[config.mk]
export PLATFORM = sky130hd
export DESIGN_NAME = dmem_arbiter
export DESIGN_NICKNAME = d
export VERILOG_FILES = /design/src/rtl/dmem_arbiter.sv
export SDC_FILE = /design/constraint.sdc
export NUM_CORES = 1
export LEC_CHECK = 0
export CELL_PAD_IN_SITES_DETAIL_PLACEMENT = 1
export CELL_PAD_IN_SITES_GLOBAL_PLACEMENT = 2
export CORE_MARGIN = 1
export CORE_UTILIZATION = 13
export DETAILED_ROUTE_END_ITERATION = 10
export PLACE_DENSITY_LB_ADDON = 0.1
export SYNTH_ARGS = -nofsm -noshare
export SYNTH_HDL_FRONTEND = slang
export SYNTH_SLANG_ARGS = --single-unit
export TNS_END_PERCENT = 1
[constraint.sdc]
create_clock -name clk -period 5.1 [get_ports clk]
set_input_delay 1.275 -clock clk [delete_from_list [all_inputs] [get_ports clk]]
set_output_delay 1.275 -clock clk [all_outputs]
set_load 0.05 [all_outputs]
[src/rtl/dmem_arbiter.sv]
// Arbitrates the single-port data memory between the core MEM stage and a loader/debug port.
// The core has priority, but a starvation counter forces a loader grant after STARVE_MAX denials.
module dmem_arbiter #(
  parameter int DATA_W     = 32,
  parameter int ADDR_W     = 9,
  parameter int STARVE_MAX = 4,
  parameter int CNT_W      = 16
) (
  input  logic              clk,
  input  logic              reset,
  input  logic              core_rd,
  input  logic              core_wr,
  input  logic [ADDR_W-1:0] core_addr,
  input  logic [DATA_W-1:0] core_wr_data,
  output logic              core_stall,
  output logic              core_rd_valid,
  output logic [DATA_W-1:0] core_rd_data,
  input  logic              ldr_req,
  input  logic              ldr_we,
  input  logic [ADDR_W-1:0] ldr_addr,
  input  logic [DATA_W-1:0] ldr_wr_data,
  output logic              ldr_gnt,
  output logic              ldr_rd_valid,
  output logic [DATA_W-1:0] ldr_rd_data,
  output logic              mem_rd,
  output logic              mem_wr,
  output logic [ADDR_W-1:0] mem_addr,
  output logic [DATA_W-1:0] mem_wr_data,
  input  logic [DATA_W-1:0] mem_rd_data,
  output logic [CNT_W-1:0]  stall_cycles
);

  localparam logic [1:0] OWN_NONE = 2'd0;
  localparam logic [1:0] OWN_CORE = 2'd1;
  localparam logic [1:0] OWN_LDR  = 2'd2;
  localparam int         SC_W     = 4;
  localparam logic [SC_W-1:0] SC_MAX = SC_W'(STARVE_MAX);

  logic [SC_W-1:0]  starve_cnt;
  logic [1:0]       rsp_own;
  logic [1:0]       owner;
  logic [CNT_W-1:0] stall_cnt;
  logic             core_act;
  logic             force_ldr;

  // Owner selection; reset suppresses every grant so all strobes fall to zero.
  always_comb begin
    core_act  = core_rd | core_wr;
    force_ldr = (starve_cnt == SC_MAX);
    owner     = OWN_NONE;
    if (reset) begin
      owner = OWN_NONE;
    end else if (ldr_req && (!core_act || force_ldr)) begin
      owner = OWN_LDR;
    end else if (core_act) begin
      owner = OWN_CORE;
    end else begin
      owner = OWN_NONE;
    end
  end

  // Memory mux; a simultaneous core read+write is treated as a write only.
  always_comb begin
    ldr_gnt     = 1'b0;
    core_stall  = 1'b0;
    mem_rd      = 1'b0;
    mem_wr      = 1'b0;
    mem_addr    = '0;
    mem_wr_data = '0;
    case (owner)
      OWN_CORE: begin
        mem_wr      = core_wr;
        mem_rd      = core_rd & ~core_wr;
        mem_addr    = core_addr;
        mem_wr_data = core_wr_data;
      end
      OWN_LDR: begin
        ldr_gnt     = 1'b1;
        core_stall  = core_act;
        mem_wr      = ldr_we;
        mem_rd      = ~ldr_we;
        mem_addr    = ldr_addr;
        mem_wr_data = ldr_wr_data;
      end
      default: begin
        mem_rd = 1'b0;
        mem_wr = 1'b0;
      end
    endcase
  end

  // Consecutive loader denials, saturating at the forcing threshold.
  always_ff @(posedge clk) begin
    if (reset) begin
      starve_cnt <= '0;
    end else if (ldr_gnt || !ldr_req) begin
      starve_cnt <= '0;
    end else if (starve_cnt != SC_MAX) begin
      starve_cnt <= starve_cnt + SC_W'(1);
    end else begin
      starve_cnt <= starve_cnt;
    end
  end

  // Remember which side issued the read so next-cycle data is routed back to it.
  always_ff @(posedge clk) begin
    if (reset) begin
      rsp_own <= OWN_NONE;
    end else if (mem_rd) begin
      rsp_own <= owner;
    end else begin
      rsp_own <= OWN_NONE;
    end
  end

  // Saturating stall-cycle counter.
  always_ff @(posedge clk) begin
    if (reset) begin
      stall_cnt <= '0;
    end else if (core_stall && !(&stall_cnt)) begin
      stall_cnt <= stall_cnt + CNT_W'(1);
    end else begin
      stall_cnt <= stall_cnt;
    end
  end

  // Response routing and output gating during reset.
  always_comb begin
    core_rd_valid = !reset && (rsp_own == OWN_CORE);
    ldr_rd_valid  = !reset && (rsp_own == OWN_LDR);
    core_rd_data  = core_rd_valid ? mem_rd_data : '0;
    ldr_rd_data   = ldr_rd_valid ? mem_rd_data : '0;
    stall_cycles  = reset ? '0 : stall_cnt;
  end

endmodule
Yosys cells after proc, flatten, opt, wreduce, memory -nomap -nowiden
Index checks and enable logic that the tools add are counted.
{"block": "op_classes", "add_sub_neg": 2, "n_eq_ne": 6, "n_mux": 12, "bitwise_logic": 5, "reduce_logical": 13}
{"op": "32-bit 2-to-1 mux", "count": 2}
{"op": "32-bit one-hot mux with 2 select lines", "count": 1}
{"op": "9-bit one-hot mux with 2 select lines", "count": 1}
{"op": "16-bit by 1-bit adder with 16-bit output (second input constant)", "count": 1}
{"op": "16-bit 2-to-1 mux", "count": 1}
{"op": "16-bit AND reduction", "count": 1}
{"op": "4-bit by 1-bit adder with 4-bit output (second input constant)", "count": 1}
{"op": "2-bit by 1-bit equality test with 1-bit output (second input constant)", "count": 2}
{"op": "2-bit equality test (second input constant)", "count": 2}
{"op": "4-bit by 3-bit equality test with 1-bit output (second input constant)", "count": 1}
{"op": "1-bit logical AND", "count": 4}
{"op": "1-bit zero test", "count": 4}
{"op": "2-bit 2-to-1 mux", "count": 2}
{"op": "4-bit by 3-bit inequality test with 1-bit output (second input constant)", "count": 1}
{"op": "1-bit one-hot mux with 2 select lines", "count": 2}
{"op": "2-bit OR reduction", "count": 2}
{"op": "1-bit 2-to-1 mux", "count": 3}
{"op": "1-bit inverter", "count": 3}
{"op": "1-bit logical OR", "count": 2}
{"op": "1-bit bitwise AND", "count": 1}
{"op": "1-bit bitwise OR", "count": 1}
{"block": "word_totals", "reg_bits": 22, "inputBits": 120, "output_inout_bits": 127, "word_cells": 41}

Depth between registers and ports, before layout
{"block": "depth", "ltp_word": 10, "mapped_depth": 11, "mapped_depth_nobuf": 10}

Worst setup path before layout
Ideal clock, no wire load.
{"block": "synth_timing", "kind": "input to output", "from": "input reset", "to": "output mem_wr_data[11]", "arrival_time_ns": 3.661, "t_required_ns": 3.825, "path_slack_ns": 0.164, "path_stages": 8, "n_path_buf": 4, "cell_sequence": "buf_2 -> buf_1 -> a211o_1 -> ha_1 -> clkbuf_1 -> clkbuf_1 -> a22oi_1 -> nor2_1"}
{"block": "synth_via", "elab_chain_cells": 3, "word_cells_on_any_way": 4, "cone_classes": "2 x eq/ne; 2 x mux"}
{"item": "from (decl)", "line": "10", "rtl": "input logic reset,"}
{"item": "2-bit 2-to-1 mux (*)", "line": "51", "rtl": "if (reset) begin"}
{"item": "2-bit equality test / 2-bit by 1-bit equality test with 1-bit output (equally long branches)", "line": "70", "rtl": "case (owner)"}
{"item": "32-bit one-hot mux with 2 select lines (*)", "line": "70"}
{"item": "to (decl)", "line": "28", "rtl": "output logic [DATA_W-1:0] mem_wr_data,"}
Every way passes the cells marked *; elsewhere a longest branch is shown, timed or not.

Worst setup path after layout
{"block": "layout_timing", "from": "input core_wr", "to": "output mem_wr_data[27]"}
{"block": "layout_via", "elab_chain_cells": 8, "word_cells_on_any_way": 10, "cone_classes": "2 x eq/ne; 4 x mux; 1 x bitwise; 3 x reduce/logical"}
{"item": "from (decl)", "line": "12", "rtl": "input logic core_wr,"}
{"item": "1-bit bitwise OR (*)", "line": "48", "rtl": "core_act = core_rd | core_wr;"}
{"item": "1-bit zero test (*)", "line": "53", "rtl": "end else if (ldr_req && (!core_act || force_ldr)) begin"}
{"item": "1-bit logical OR (*)", "line": "53"}
{"item": "1-bit logical AND (*)", "line": "53"}
{"item": "2-bit 2-to-1 mux (*)", "line": "53"}
{"item": "2-bit 2-to-1 mux (*)", "line": "51"}
{"item": "named net owner[1]", "line": "41", "rtl": "logic [1:0] owner;"}
{"item": "2-bit equality test / 2-bit by 1-bit equality test with 1-bit output (equally long branches)", "line": "70"}
{"item": "32-bit one-hot mux with 2 select lines (*)", "line": "70"}
The timed path passes the listed nets; every way through them passes the cells marked *.

==> results.yml <==
logic_synthesis:
  netlist_top_cells_area: "dfxtp_1, and2_1, a22oi_1"
  yosysUniqueCellTypes: 41
  yosysTopAreaCell: "dfxtp_1"
  synth_edf_count: 0
  ys_warn_count: 0
  synthesis.nets: 444
  avgSynthCellArea_um2: 7.05
  async_flop_share_pct: 0
  ys_ff_latch: 22
  synth_ff_type: "dfxtp_1"
  netlist.area_leader.share_pct: 19.7
  seq_area_frac_synth_pct: 19.7
  synth_area_um2: 2240
  netlist_instances: 318
setup_path:
  crit_path_end_kind: "primary output"
  path_class: "in -> out"
  cp.required_ns: 3.83
  critPathMaxFanout: 42
  worstSetupStartpointType: "primary input"
  cp.arrival_ns: 3.40
finish:
  mostFrequentLayoutCells: "clkdlybuf4s50_1, buf_12, and2_1, nor2_1, a22oi_1"
  multi_input_area_um2: 1670
  fillers: 1878
  drive_gt1_share_pct: 27.3
  syn2layout_area_growth_pct: 174
  seq_area_um2: 440
  diodes: 0
  postLayoutCoreUtil_pct: 36.8
  final_nets: 676
  layout_commonest_cell: "clkdlybuf4s50_1"
timing:
  skew_ns: 0.00239
  hold_viol: 0
  fin_crit_sh_pct: 91.7
  max_slew_margin_pct: 60.8
  fmax_ghz: 0.214
  rsz0062_at_grt: "no"
  holdWs_ns: 0.543
  setup_violations: 0
  slew_violations: 0
  setup_tns_ns: 0
  worst_pin_slew_ns: 0.583
  finalCriticalPeriod_ns: 4.68
die:
  die_x_um: 133
  fp.dieH_um: 133
  start_util_pct: 13.4
  rows: 47
  dieArea_um2: 17800
  core_um2: 16700
  io_pins: 247
cts:
  cts_resized: 0
  cts_hold_buffers: 0
  clockRootBuffer: "clkbuf_16"
  clk_pin_slew_ns: 0.07
  tritoncts: "yes"
  htreeDepth: 1
  clock_latency_ns: 0.26
  cts_setup_buffers: 0
  numCtsBuffers: 3
  clock-sinks: 22
  cts_buffer_depth: 2
power:
  internal-power_uw: 492
  leakagePower_uw: 0.00245
  p_sw_share_pct: 29.5
  seqPwrFrac_pct: 25.0
  vdd.ir_drop.worst_v: 0.0000987
  p_switching_uw: 205
  pwr-share-clk_pct: 32.4
  comb_power_share_pct: 42.6
  pwr_density_cell_nw_per_um2: 114
placed_design:
  place_hpwl_mm: 10.8
  port_buffers: 246
  place.gp.congestion: 0.740
global_routing:
  grt_pass1_wl_mm: 19.6
  overflow: 0
  grt_use_met2_pct: 28.4
  grtUsageMet1_pct: 14.5
  grt_max_degree: 43
  grt_usage_pct: 14.1
  met3_usage_pct: 4.19
  antenna_found_initial: 0
  top_usage_layer: "met2"
  grt_pass1_vias: 3454
routing:
  ant_nets: 0
  wl_per_cell_um: 16.6
  drt-initial-drc-count: 76
  vias_per_cell: 4.10
  remaining_drc_errors: 0
  drt_pass1_iterations: 4
  via_count: 3152
  drt-total-wl_mm: 12.8
job:
  maxCapViolCount: 0
outcome:
  status: "completed"
min_path:
  worst_hold_path_type: "reg -> reg"
[final timing paths]
kind	startpoint	slack, ns	depth (start not counted)	end
worst max register to register	starve_cnt[0]	2.24	10	stall_cnt[13]
worst min register to register	stall_cnt[8]	0.54	1	stall_cnt[8]
worst max-delay path	core_wr	0.42	8	mem_wr_data[27]
worst min-delay path	stall_cnt[8]	0.54	1	stall_cnt[8]
[cells by family after synthesis]
group / share of synthesized area, %
flops: 19.7
simple gates: 43.4
compound gates: 19.2
buf+inv: 6.14
mux: 7.09
fa+ha+maj: 3.35
xor+xnor: 1.17
[through the flow]
step	setup WS (ns)	area, um^2	instances	power [uW]
3_3_place_gp	0.465	6030	765	474
6_report	0.424	6140	769	697
4_1_cts	0.353	6140	769	707
3_5_place_dp	0.374	6030	765	478
2_1_floorplan	0.164	2240	318	287
5_1_grt	0.212	6140	769	729
[worst max-delay path, cell delays in order]
cell	delay [ns]
clkdlybuf4s50_1	0.55
nor2_1	0.09
o21ai_0	0.29
inv_1	0.11
ha_1	0.31
buf_4	0.40
nor2_1	0.17
buf_12	0.18
[layout make-up]
| cell class | instances | area share (%) |
|---|---|---|
| Clock buffer | 3 | 1.22 |
| Clock inverter | 1 | 0.489 |
| Inverter | 7 | 0.428 |
| Multi-Input combinational cell | 262 | 27.3 |
| Sequential cell | 22 | 7.17 |
| Tap cell | 220 | 4.48 |
| Timing Repair Buffer | 254 | 58.9 |
[power by group through the flow]
stage | sequential [uW] | combinational, uW | clock (uW)
after detailed placement | 178 | 300 | 0
after global routing | 174 | 315 | 240
after CTS | 174 | 301 | 232
final | 174 | 297 | 226
after floorplan | 178 | 110 | 0
after global placement | 178 | 296 | 0
[sequential cells by signal, summed over array words and instances (netlist names)]
register	flops
stall_cnt	16
rsp_own	2
starve_cnt	4
[routing by layer]
layer	share of wire, %	up-vias
met2	57	109
met3	7.3	4
met1	35	1487
met5	0	-
li1	-	1552
met4	0.40	0
[synthesized netlist by cell type (4+ instances only)]
library cell	count
a22oi_1	42
nor3_1	7
nand2_1	4
clkbuf_1	23
and2_1	65
mux2_2	5
dfxtp_1	22
nand3_1	6
a21oi_1	6
mux2_1	6
ha_1	6
nor2b_1	18
nor2_1	63
inv_1	7
Note: power is estimated with default switching activity, not from simulation.
